===== src/rtl/block_ram_dual_client_pkg.sv =====
`default_nettype none
// ============================================================================
//  Module      : block_ram_pkg
//  Description : Shared constants and credit helper for the dual-client
//                block RAM front end.
//  Revision    : 1.0  initial release
// ============================================================================
package block_ram_pkg;

    localparam int RESP_DEPTH = 2;
    localparam int OCC_WIDTH  = $clog2(RESP_DEPTH + 1);

    // True when one more response can be guaranteed a FIFO slot.
    function automatic logic credit_avail(input logic [OCC_WIDTH-1:0] occ,
                                          input logic                 inflight);
        return ({1'b0, occ} + {{OCC_WIDTH{1'b0}}, inflight}) < (OCC_WIDTH + 1)'(RESP_DEPTH);
    endfunction

endpackage
`default_nettype wire


===== src/rtl/block_ram_dual_client_if.sv =====
`default_nettype none
// ============================================================================
//  Module      : block_ram_dual_client_if
//  Description : One client's request and response valid/ready streams.
//  Revision    : 1.0  initial release
// ============================================================================
interface block_ram_dual_client_if #(
    parameter int ADDR_WIDTH = 1,
    parameter int DATA_WIDTH = 8,
    parameter int BE_WIDTH   = DATA_WIDTH / 8
);
    logic                  req_valid;
    logic                  req_ready;
    logic                  req_we;
    logic [BE_WIDTH-1:0]   req_be;
    logic [ADDR_WIDTH-1:0] req_addr;
    logic [DATA_WIDTH-1:0] req_data;
    logic                  resp_valid;
    logic                  resp_ready;
    logic [DATA_WIDTH-1:0] resp_data;

    modport master (
        output req_valid, req_we, req_be, req_addr, req_data, resp_ready,
        input  req_ready, resp_valid, resp_data
    );

    modport slave (
        input  req_valid, req_we, req_be, req_addr, req_data, resp_ready,
        output req_ready, resp_valid, resp_data
    );
endinterface
`default_nettype wire


===== src/rtl/block_ram_dual_client_resp_fifo2.sv =====
`default_nettype none
// ============================================================================
//  Module      : resp_fifo2
//  Description : Two-entry ordered response FIFO with occupancy output.
//  Revision    : 1.0  initial release
// ============================================================================
module resp_fifo2
    import block_ram_pkg::*;
#(
    parameter int WIDTH = 8
) (
    input  logic                 clk,
    input  logic                 rst,
    input  logic                 i_enq_valid,
    input  logic [WIDTH-1:0]     i_enq_data,
    output logic                 o_deq_valid,
    input  logic                 i_deq_ready,
    output logic [WIDTH-1:0]     o_deq_data,
    output logic [OCC_WIDTH-1:0] o_occ
);
    localparam int PTR_WIDTH = $clog2(RESP_DEPTH);

    logic [WIDTH-1:0]     mem_q [RESP_DEPTH];
    logic [WIDTH-1:0]     mem_d [RESP_DEPTH];
    logic [PTR_WIDTH-1:0] wr_ptr_q, wr_ptr_d;
    logic [PTR_WIDTH-1:0] rd_ptr_q, rd_ptr_d;
    logic [OCC_WIDTH-1:0] occ_q, occ_d;
    logic                 w_deq;

    assign o_deq_valid = (occ_q != '0);
    assign w_deq       = o_deq_valid && i_deq_ready;
    assign o_deq_data  = mem_q[rd_ptr_q];
    assign o_occ       = occ_q;

    // Enqueue is unconditional: the caller's credit scheme rules out overflow.
    always_comb begin
        mem_d    = mem_q;
        wr_ptr_d = wr_ptr_q;
        rd_ptr_d = rd_ptr_q;
        if (i_enq_valid) begin
            mem_d[wr_ptr_q] = i_enq_data;
            wr_ptr_d        = wr_ptr_q + PTR_WIDTH'(1);
        end
        if (w_deq) begin
            rd_ptr_d = rd_ptr_q + PTR_WIDTH'(1);
        end
        occ_d = occ_q + OCC_WIDTH'(i_enq_valid) - OCC_WIDTH'(w_deq);
    end

    always_ff @(posedge clk or posedge rst) begin
        if (rst) begin
            mem_q    <= '{default: '0};
            wr_ptr_q <= '0;
            rd_ptr_q <= '0;
            occ_q    <= '0;
        end else begin
            mem_q    <= mem_d;
            wr_ptr_q <= wr_ptr_d;
            rd_ptr_q <= rd_ptr_d;
            occ_q    <= occ_d;
        end
    end

endmodule
`default_nettype wire


===== src/rtl/block_ram_dual_client.sv =====
`default_nettype none
// ============================================================================
//  Module      : block_ram_dual_client
//  Description : Dual valid/ready client front end for a true dual-port
//                byte-enable block RAM with 1-cycle read latency.
//  Revision    : 1.0  initial release
// ============================================================================
module block_ram_dual_client
    import block_ram_pkg::*;
#(
    parameter int ADDR_WIDTH = 1,
    parameter int DATA_WIDTH = 8,
    parameter int BE_WIDTH   = DATA_WIDTH / 8
) (
    input  logic                  CLK,
    input  logic                  RESET,
    block_ram_dual_client_if.slave a_port,
    block_ram_dual_client_if.slave b_port,
    output logic [DATA_WIDTH-1:0] DI_A,
    output logic [ADDR_WIDTH-1:0] ADDR_A,
    output logic                  WE_A,
    output logic [BE_WIDTH-1:0]   BE_A,
    input  logic [DATA_WIDTH-1:0] DO_A,
    output logic [DATA_WIDTH-1:0] DI_B,
    output logic [ADDR_WIDTH-1:0] ADDR_B,
    output logic                  WE_B,
    output logic [BE_WIDTH-1:0]   BE_B,
    input  logic [DATA_WIDTH-1:0] DO_B
);
    typedef struct packed {
        logic                  we;
        logic [BE_WIDTH-1:0]   be;
        logic [ADDR_WIDTH-1:0] addr;
        logic [DATA_WIDTH-1:0] data;
    } bram_req_t;

    bram_req_t            w_req_a, w_req_b;
    logic [OCC_WIDTH-1:0] w_occ_a, w_occ_b;
    logic                 w_deq_a, w_deq_b;
    logic                 w_credit_a, w_credit_b;
    logic                 w_fire_a, w_fire_b;
    logic                 w_conflict;
    logic                 inflight_a_q, inflight_a_d;
    logic                 inflight_b_q, inflight_b_d;

    assign w_req_a = '{we: a_port.req_we, be: a_port.req_be,
                       addr: a_port.req_addr, data: a_port.req_data};
    assign w_req_b = '{we: b_port.req_we, be: b_port.req_be,
                       addr: b_port.req_addr, data: b_port.req_data};

    // A dequeue this cycle frees a slot, so it counts as credit too.
    assign w_deq_a    = a_port.resp_valid && a_port.resp_ready;
    assign w_deq_b    = b_port.resp_valid && b_port.resp_ready;
    assign w_credit_a = credit_avail(w_occ_a, inflight_a_q) || w_deq_a;
    assign w_credit_b = credit_avail(w_occ_b, inflight_b_q) || w_deq_b;

    // A wins same-address conflicts involving a write; B retries next cycle.
    assign w_conflict = w_fire_a && b_port.req_valid
                     && (w_req_a.addr == w_req_b.addr)
                     && (w_req_a.we || w_req_b.we);

    assign a_port.req_ready = w_credit_a;
    assign b_port.req_ready = w_credit_b && !w_conflict;
    assign w_fire_a         = a_port.req_valid && a_port.req_ready;
    assign w_fire_b         = b_port.req_valid && b_port.req_ready;

    assign ADDR_A = w_req_a.addr;
    assign DI_A   = w_req_a.data;
    assign BE_A   = w_req_a.be;
    assign WE_A   = w_fire_a && w_req_a.we;
    assign ADDR_B = w_req_b.addr;
    assign DI_B   = w_req_b.data;
    assign BE_B   = w_req_b.be;
    assign WE_B   = w_fire_b && w_req_b.we;

    always_comb begin
        inflight_a_d = w_fire_a && !w_req_a.we;
        inflight_b_d = w_fire_b && !w_req_b.we;
    end

    always_ff @(posedge CLK or posedge RESET) begin
        if (RESET) begin
            inflight_a_q <= 1'b0;
            inflight_b_q <= 1'b0;
        end else begin
            inflight_a_q <= inflight_a_d;
            inflight_b_q <= inflight_b_d;
        end
    end

    resp_fifo2 #(.WIDTH(DATA_WIDTH)) u_fifo_a (
        .clk         (CLK),
        .rst         (RESET),
        .i_enq_valid (inflight_a_q),
        .i_enq_data  (DO_A),
        .o_deq_valid (a_port.resp_valid),
        .i_deq_ready (a_port.resp_ready),
        .o_deq_data  (a_port.resp_data),
        .o_occ       (w_occ_a)
    );

    resp_fifo2 #(.WIDTH(DATA_WIDTH)) u_fifo_b (
        .clk         (CLK),
        .rst         (RESET),
        .i_enq_valid (inflight_b_q),
        .i_enq_data  (DO_B),
        .o_deq_valid (b_port.resp_valid),
        .i_deq_ready (b_port.resp_ready),
        .o_deq_data  (b_port.resp_data),
        .o_occ       (w_occ_b)
    );

endmodule
`default_nettype wire

===== src/flat_wrapper.sv =====
// flat-port wrapper written by rule: the top's interface ports become plain ports
module block_ram_dual_client_flat import block_ram_pkg::*;
#(
    parameter int ADDR_WIDTH = 1,
    parameter int DATA_WIDTH = 8,
    parameter int BE_WIDTH   = DATA_WIDTH / 8
)
  (CLK, RESET, DI_A, ADDR_A, WE_A, BE_A, DO_A, DI_B, ADDR_B, WE_B, BE_B, DO_B, a_port_req_valid, a_port_req_we, a_port_req_be, a_port_req_addr, a_port_req_data, a_port_resp_ready, a_port_req_ready, a_port_resp_valid, a_port_resp_data, b_port_req_valid, b_port_req_we, b_port_req_be, b_port_req_addr, b_port_req_data, b_port_resp_ready, b_port_req_ready, b_port_resp_valid, b_port_resp_data);
  block_ram_dual_client_if #(.ADDR_WIDTH(ADDR_WIDTH), .DATA_WIDTH(DATA_WIDTH), .BE_WIDTH(BE_WIDTH)) a_port_i ();
  block_ram_dual_client_if #(.ADDR_WIDTH(ADDR_WIDTH), .DATA_WIDTH(DATA_WIDTH), .BE_WIDTH(BE_WIDTH)) b_port_i ();
  input  logic CLK;
  input  logic RESET;
  output logic [DATA_WIDTH-1:0] DI_A;
  output logic [ADDR_WIDTH-1:0] ADDR_A;
  output logic WE_A;
  output logic [BE_WIDTH-1:0] BE_A;
  input  logic [DATA_WIDTH-1:0] DO_A;
  output logic [DATA_WIDTH-1:0] DI_B;
  output logic [ADDR_WIDTH-1:0] ADDR_B;
  output logic WE_B;
  output logic [BE_WIDTH-1:0] BE_B;
  input  logic [DATA_WIDTH-1:0] DO_B;
  input wire logic [$bits(a_port_i.req_valid)-1:0] a_port_req_valid;
  input wire logic [$bits(a_port_i.req_we)-1:0] a_port_req_we;
  input wire logic [$bits(a_port_i.req_be)-1:0] a_port_req_be;
  input wire logic [$bits(a_port_i.req_addr)-1:0] a_port_req_addr;
  input wire logic [$bits(a_port_i.req_data)-1:0] a_port_req_data;
  input wire logic [$bits(a_port_i.resp_ready)-1:0] a_port_resp_ready;
  output wire logic [$bits(a_port_i.req_ready)-1:0] a_port_req_ready;
  output wire logic [$bits(a_port_i.resp_valid)-1:0] a_port_resp_valid;
  output wire logic [$bits(a_port_i.resp_data)-1:0] a_port_resp_data;
  input wire logic [$bits(b_port_i.req_valid)-1:0] b_port_req_valid;
  input wire logic [$bits(b_port_i.req_we)-1:0] b_port_req_we;
  input wire logic [$bits(b_port_i.req_be)-1:0] b_port_req_be;
  input wire logic [$bits(b_port_i.req_addr)-1:0] b_port_req_addr;
  input wire logic [$bits(b_port_i.req_data)-1:0] b_port_req_data;
  input wire logic [$bits(b_port_i.resp_ready)-1:0] b_port_resp_ready;
  output wire logic [$bits(b_port_i.req_ready)-1:0] b_port_req_ready;
  output wire logic [$bits(b_port_i.resp_valid)-1:0] b_port_resp_valid;
  output wire logic [$bits(b_port_i.resp_data)-1:0] b_port_resp_data;
  assign a_port_i.req_valid = a_port_req_valid;
  assign a_port_i.req_we = a_port_req_we;
  assign a_port_i.req_be = a_port_req_be;
  assign a_port_i.req_addr = a_port_req_addr;
  assign a_port_i.req_data = a_port_req_data;
  assign a_port_i.resp_ready = a_port_resp_ready;
  assign a_port_req_ready = a_port_i.req_ready;
  assign a_port_resp_valid = a_port_i.resp_valid;
  assign a_port_resp_data = a_port_i.resp_data;
  assign b_port_i.req_valid = b_port_req_valid;
  assign b_port_i.req_we = b_port_req_we;
  assign b_port_i.req_be = b_port_req_be;
  assign b_port_i.req_addr = b_port_req_addr;
  assign b_port_i.req_data = b_port_req_data;
  assign b_port_i.resp_ready = b_port_resp_ready;
  assign b_port_req_ready = b_port_i.req_ready;
  assign b_port_resp_valid = b_port_i.resp_valid;
  assign b_port_resp_data = b_port_i.resp_data;
  block_ram_dual_client #(.ADDR_WIDTH(ADDR_WIDTH), .DATA_WIDTH(DATA_WIDTH), .BE_WIDTH(BE_WIDTH)) u_core (.CLK(CLK), .RESET(RESET), .a_port(a_port_i), .b_port(b_port_i), .DI_A(DI_A), .ADDR_A(ADDR_A), .WE_A(WE_A), .BE_A(BE_A), .DO_A(DO_A), .DI_B(DI_B), .ADDR_B(ADDR_B), .WE_B(WE_B), .BE_B(BE_B), .DO_B(DO_B));
endmodule

===== config.mk =====
export PLATFORM = sky130hd
export DESIGN_NAME = block_ram_dual_client_flat
export DESIGN_NICKNAME = d
export VERILOG_FILES = /design/src/rtl/block_ram_dual_client_pkg.sv /design/src/rtl/block_ram_dual_client_if.sv /design/src/rtl/block_ram_dual_client_resp_fifo2.sv /design/src/rtl/block_ram_dual_client.sv /design/src/flat_wrapper.sv
export SDC_FILE = /design/constraint.sdc
export NUM_CORES = 1
export LEC_CHECK = 0
export BUFFER_PORTS_ARGS = -buffer_cell sky130_fd_sc_hd__buf_2
export CAP_MARGIN = 25
export CORE_ASPECT_RATIO = 0.75
export CORE_MARGIN = 2
export CORE_UTILIZATION = 51
export DETAILED_ROUTE_END_ITERATION = 10
export PLACE_DENSITY = 0.95
export SLEW_MARGIN = 10
export SYNTH_ARGS = -nofsm -noshare
export SYNTH_HDL_FRONTEND = slang
export SYNTH_SLANG_ARGS = --single-unit
export TNS_END_PERCENT = 100

===== constraint.sdc =====
create_clock -name CLK -period 4.03 [get_ports CLK]
set_clock_uncertainty 0.1 [all_clocks]
set_input_delay 0.403 -clock CLK [delete_from_list [all_inputs] [get_ports CLK]]
set_output_delay 0.403 -clock CLK [all_outputs]
set_load 0.01 [all_outputs]

Word level (Yosys, flattened, before mapping) --
Cells that the tools add are included.
Word-level totals: latch bits 0, memory bits (read-only) 0, logic and storage cells 69, memories 0, input bits 44, output and inout port bits 42, memory bits (writable) 0, bits in registers 42
Operators by class: bitwise gates (word level) 4, eq/ne operators 1, shifts and indexed selects 0, reduce and logical (&&, ||, !) cells 22, $add $sub $neg 10, divide/modulo/power cells 0, order comparisons 8, multiply operators 0, multiplexer cells 12
Operators with widths (count):
- 8-bit two-way mux | 8
- 16-bit bitwise mux | 2
- 8-bit demux with 1-bit select | 2
- 1-bit logical AND | 14
- 2-bit greater-or-equal comparator, second input constant | 4
- 1-bit inverter with 2-bit output | 4
- 2-bit by 1-bit adder with 3-bit output | 2
- 3-bit by 2-bit less-than comparator with 1-bit output, second input constant | 2
- 1-bit adder, second input constant | 4
- 2-bit by 1-bit adder with 2-bit output | 2
- 2-bit by 1-bit less-than comparator with 1-bit output, second input constant | 2
- 2-bit nonzero test | 2
- 2-bit by 1-bit subtractor with 2-bit output | 2
- 1-bit logical NOT | 3
- 1-bit logical OR | 3
- 1-bit == test | 1

Logic depth before layout (Yosys ltp) --
depth after elaboration 11, gate-level depth with buffers 7, depth with buffers taken out 7

Hierarchy --
From an unflattened synthesis, not the netlist that was laid out.
Unflattened totals: cells, all modules 157, area, all modules 2125.8 um^2
Modules (own cells, without submodules):
- resp_fifo2 (u_core.u_fifo_a) | cells an instance 59, area each 917.1 um^2, times used 1
- resp_fifo2 (u_core.u_fifo_b) | cells an instance 59, area each 894.6 um^2, times used 1
- block_ram_dual_client | cells an instance 39, area each 314.1 um^2, times used 1

Worst setup path before layout --
Ideal clock, no wire load.
path kind reg-to-reg, start reg u_core.u_fifo_b.occ_q[1] (netlist: u_core.u_fifo_b.o_occ[1]), end reg u_core.u_fifo_b.occ_q[1] (netlist: u_core.u_fifo_b.o_occ[1]), path slack 2199 ps, data required time 3807 ps, library setup time 123 ps, stages on the path, launching flop included 8, clock period less this slack 1831 ps, data arrival time 1609 ps, path buffers 0, cells stage by stage dfrtp_1 or2_2 and2_1 ha_1 inv_1 ha_1 xnor2_1 xnor2_1
Between the ends: word-level cells in the longest chain between the ends 3
Ends and longest elaborated chain:
- start: declaration | line block_ram_dual_client_resp_fifo2.sv:27 | logic [OCC_WIDTH-1:0] occ_q, occ_d;
- start signal: assignment | line block_ram_dual_client_resp_fifo2.sv:55 | occ_q <= '0;
- start signal: assignment | line block_ram_dual_client_resp_fifo2.sv:60 | occ_q <= occ_d;
- 2-bit nonzero test | line block_ram_dual_client_resp_fifo2.sv:30 | assign o_deq_valid = (occ_q != '0);
- named net b_port_resp_valid | line flat_wrapper.sv:39 | output wire logic [$bits(b_port_i.resp_valid)-1:0] b_port_resp_valid;
- 1-bit logical AND | line block_ram_dual_client_resp_fifo2.sv:31 | assign w_deq = o_deq_valid && i_deq_ready;
- named net u_core.u_fifo_b.w_deq | line block_ram_dual_client_resp_fifo2.sv:28 | logic w_deq;
- 2-bit by 1-bit subtractor with 2-bit output | line block_ram_dual_client_resp_fifo2.sv:47 | occ_d = occ_q + OCC_WIDTH'(i_enq_valid) - OCC_WIDTH'(w_deq);
- named net u_core.u_fifo_b.occ_d[1] | line block_ram_dual_client_resp_fifo2.sv:27
The timed path passes the listed nets, and every way through them passes these cells. A chain may end at the register's enable or synchronous reset.

Worst setup path in the final report --
start reg u_core.inflight_a_q, end out WE_A
Between the ends: word-level cells in the longest chain between the ends 5
Ends and longest elaborated chain:
- start: declaration | line block_ram_dual_client.sv:43 | logic inflight_a_q, inflight_a_d;
- start signal: assignment | line block_ram_dual_client.sv:86 | inflight_a_q <= inflight_a_d;
- 2-bit by 1-bit adder with 3-bit output | line block_ram_dual_client_pkg.sv:16 | return ({1'b0, occ} + {{OCC_WIDTH{1'b0}}, inflight}) < (OCC_WIDTH + 1)'(RESP_DEPTH);
- 3-bit by 2-bit less-than comparator with 1-bit output | line block_ram_dual_client_pkg.sv:16
- 1-bit logical OR | line block_ram_dual_client.sv:54 | assign w_credit_a = credit_avail(w_occ_a, inflight_a_q) || w_deq_a;
- 1-bit logical AND | line block_ram_dual_client.sv:64 | assign w_fire_a = a_port.req_valid && a_port.req_ready;
- 1-bit logical AND | line block_ram_dual_client.sv:70 | assign WE_A = w_fire_a && w_req_a.we;
- end: declaration | line flat_wrapper.sv:15 | output logic WE_A;
No other way between the ends.

==> key figures <==
Status
  – Status: finished, final reports clean

Routing
  – Initial DRC count: 43
  – Vias: 1184
  – Drc violations: 0
  – DR WL/cell: 13.9 um
  – Detail Route Antenna Nets: 0
  – Initial DRT Pass Iterations: 4
  – Drt via density: 4.95
  – Final wirelength: 3.32 mm

Timing
  – Final worst slack: 2.12 ns
  – F_max: 524 MHz
  – Slew @ Worst Pin: 0.503 ns
  – Final setup viols: 0
  – Minimum clock period: 1.91 ns
  – Final Hold Fails: 0
  – RSZ-0062 raised after global routing: no
  – Rel. slew slack: 0.665
  – Fin Hold WS: 0.144 ns
  – Pins Over Slew Limit: 0
  – Tcrit/Tclk final: 0.473
  – Setup Total Neg Slack: 0 ns

Setup path
  – Worst-path fanout max: 5
  – Crit path DAT: 1.40 ns
  – Critical path endpoint category: primary output
  – Reg2Reg Launch Point: u_core.u_fifo_b.o_occ[1]$_DFF_PP0_
  – R2r worst-path depth: 7
  – Worst R2R End: u_core.u_fifo_b.o_occ[1]$_DFF_PP0_
  – Critical path type: reg2out
  – CP startpoint kind: flip-flop
  – Worst R2R Setup Slack: 2.13 ns
  – Req. time, crit path: 3.53 ns

Placement
  – Dpl ws: 2.15 ns
  – I/O Buffers: 49
  – HPWL after DPL: 2.43 mm
  – Routability Congestion: 0.715

Final layout
  – Ant. Diodes: 0
  – Share of layout cells above drive strength 1: 0.583
  – Fillers: 329
  – Area Overhead vs Synth: 11.5%
  – Nets: 235
  – Area occupied by multi-input gates: 805 um^2
  – Register area: 0.00105 mm^2

Synthesis
  – Sequential-to-total area share from yosys stat: 0.516
  – Yosys top cell area share: 0.516
  – Yosys top cell by area: dfrtp_1
  – Post-synthesis register bit count: 42
  – Synthesized instance count: 152
  – Top post-synthesis cells by area: dfrtp_1, mux2_2, buf_4, ha_1, xor2_1
  – YS warnings: 0
  – Netlist cell types: 19
  – Mean cell area of the mapped netlist: 13.4 um^2
  – Syn nets: 200
  – Post-synthesis cell area: 0.00204 mm^2

CTS
  – Clk_lat worst skew: 0.28 ns
  – PostCTS Resize Cnt: 0
  – CTS H-Tree Depth: 2
  – Clk buf depth: 2
  – TritonCTS clock tree: built
  – Hold-fix buffers, CTS: 0
  – Sink Count: 42
  – Clk slew on worst S/H paths: 0.07 ns
  – CTS buffer count: 5
  – CTS Root Buffer Type: clkbuf_8
  – Postcts setup bufs: 0

Job
  – MaxCap Viol Count: 0

GRT
  – Largest net degree at the start of global routing: 43
  – Initial antenna violation count: 0
  – GRT overflow: 0
  – GRT Overall Usage: 0.170
  – Vias in the first global route: 1263
  – First-pass GRT wire length: 5.73 mm

Power
  – Worst vdd ir: 0.000344 V
  – Pwr dens: 763 mW/mm^2
  – Pleak: 1.05 nW

Floorplanning
  – Core ar.: 0.00376 mm^2
  – Die area: 0.00452 mm^2
  – Row count: 19
  – Io pins: 86
  – Die Y: 58.8 um
  – Initial Util: 0.543
  – Die Span X: 77.0 um

Worst hold path
  – Hold Path Class: in2async
## critical path, cell delays in order, from the launching register on
cell and delay, ns:
dfrtp_1 0.41, a21oi_1 0.21, o21a_1 0.23, and2_1 0.15, buf_2 0.12
## cell usage after synthesis
master / instances
nor2_1: 2
buf_4: 20
nor2b_1: 1
a2111oi_2: 1
ha_1: 4
inv_1: 6
xnor2_1: 4
nand2_1: 3
o21ai_0: 1
xor2_1: 5
and2_1: 3
or2_2: 3
nor2_4: 2
a211oi_1: 1
dfrtp_1: 42
o21a_1: 1
mux2_2: 48
buf_2: 2
a21oi_1: 3
## worst max-delay path by stage
stage / from / to / depth (start not counted)
3_5_place_dp: u_core.u_fifo_b.o_occ[1]$_DFF_PP0_ / u_core.u_fifo_b.o_occ[1]$_DFF_PP0_ / 7
3_3_place_gp: u_core.u_fifo_b.o_occ[1]$_DFF_PP0_ / u_core.u_fifo_b.o_occ[1]$_DFF_PP0_ / 7
5_1_grt: u_core.inflight_a_q$_DFF_PP0_ / WE_A / 4
2_1_floorplan: u_core.u_fifo_b.o_occ[1]$_DFF_PP0_ / u_core.u_fifo_b.o_occ[1]$_DFF_PP0_ / 7
4_1_cts: u_core.u_fifo_b.rd_ptr_q$_DFFE_PP0P_ / b_port_resp_data[7] / 2
6_report: u_core.inflight_a_q$_DFF_PP0_ / WE_A / 4
## registers in the layout, summed over array words and instances, names as in the netlist
| name | flops |
|---|---|
| u_core.u_fifo_a.mem_q | 16 |
| u_core.u_fifo_b.mem_q | 16 |
| u_core.u_fifo_a.o_occ | 2 |
| u_core.u_fifo_b.o_occ | 2 |
| u_core.inflight_a_q | 1 |
| u_core.inflight_b_q | 1 |
| u_core.u_fifo_a.rd_ptr_q | 1 |
| u_core.u_fifo_a.wr_ptr_q | 1 |
| u_core.u_fifo_b.rd_ptr_q | 1 |
| u_core.u_fifo_b.wr_ptr_q | 1 |
## per-stage QoR
step                 util  total power, mW  std cells  cell area [um^2]
CTS                 0.605             1.76        239              2270
detailed placement  0.585             1.50        232              2200
finish              0.605             1.73        239              2270
global placement    0.585             1.47        232              2200
global route        0.605             1.87        239              2270
floorplan               -             1.29        152              2040
## logic make-up (layout without fill, tap and decap cells)
logic type,after synthesis,in the layout,synth area share
buffers and inverters,28,63,0.0896
DFF,42,42,0.516
AOI/OAI and AO/OA,7,7,0.0246
xor gates and xnor gates,9,9,0.0387
and+or+nand+nor,14,14,0.0417
muxes,48,48,0.265
adders and majority gates,4,4,0.0246
## cell type report
cell class | instances | area share
clock buffer | 7 | 0.0336
inverter | 6 | 0.00991
multi-input combinational | 82 | 0.354
sequential | 42 | 0.463
tap | 52 | 0.0286
timing repair buffer | 50 | 0.111
## layer usage
metal  vias up  track usage  share of wire
met5         -            0              0
met4         0        0.107          0.023
met3        15       0.0552          0.066
met2        38        0.276           0.46
met1       564        0.200           0.45
li1        567            -              -
## where the power goes
group	total, mW	switching (mW)	leakage [nW]	internal [mW]
registers	0.780	0.148	0.497	0.632
logic	0.708	0.285	0.519	0.424
clock network	0.245	0.126	0.0383	0.119
total	1.73	0.558	1.05	1.17
## cell usage in the layout (no fill, tap or decap)
master,synthesis,layout
buf_2,2,49
nand2_1,3,3
a2111oi_2,1,1
ha_1,4,4
o21ai_0,1,1
o21a_1,1,1
inv_1,6,6
nor2b_1,1,1
clkbuf_1,0,2
mux2_2,48,48
xnor2_1,4,4
buf_4,20,1
or2_2,3,3
nor2_1,2,2
dfrtp_1,42,42
nor2_4,2,2
a211oi_1,1,1
xor2_1,5,5
a21oi_1,3,3
and2_1,3,3
clkbuf_8,0,5
No activity file was read; power rests on OpenSTA's default activity.
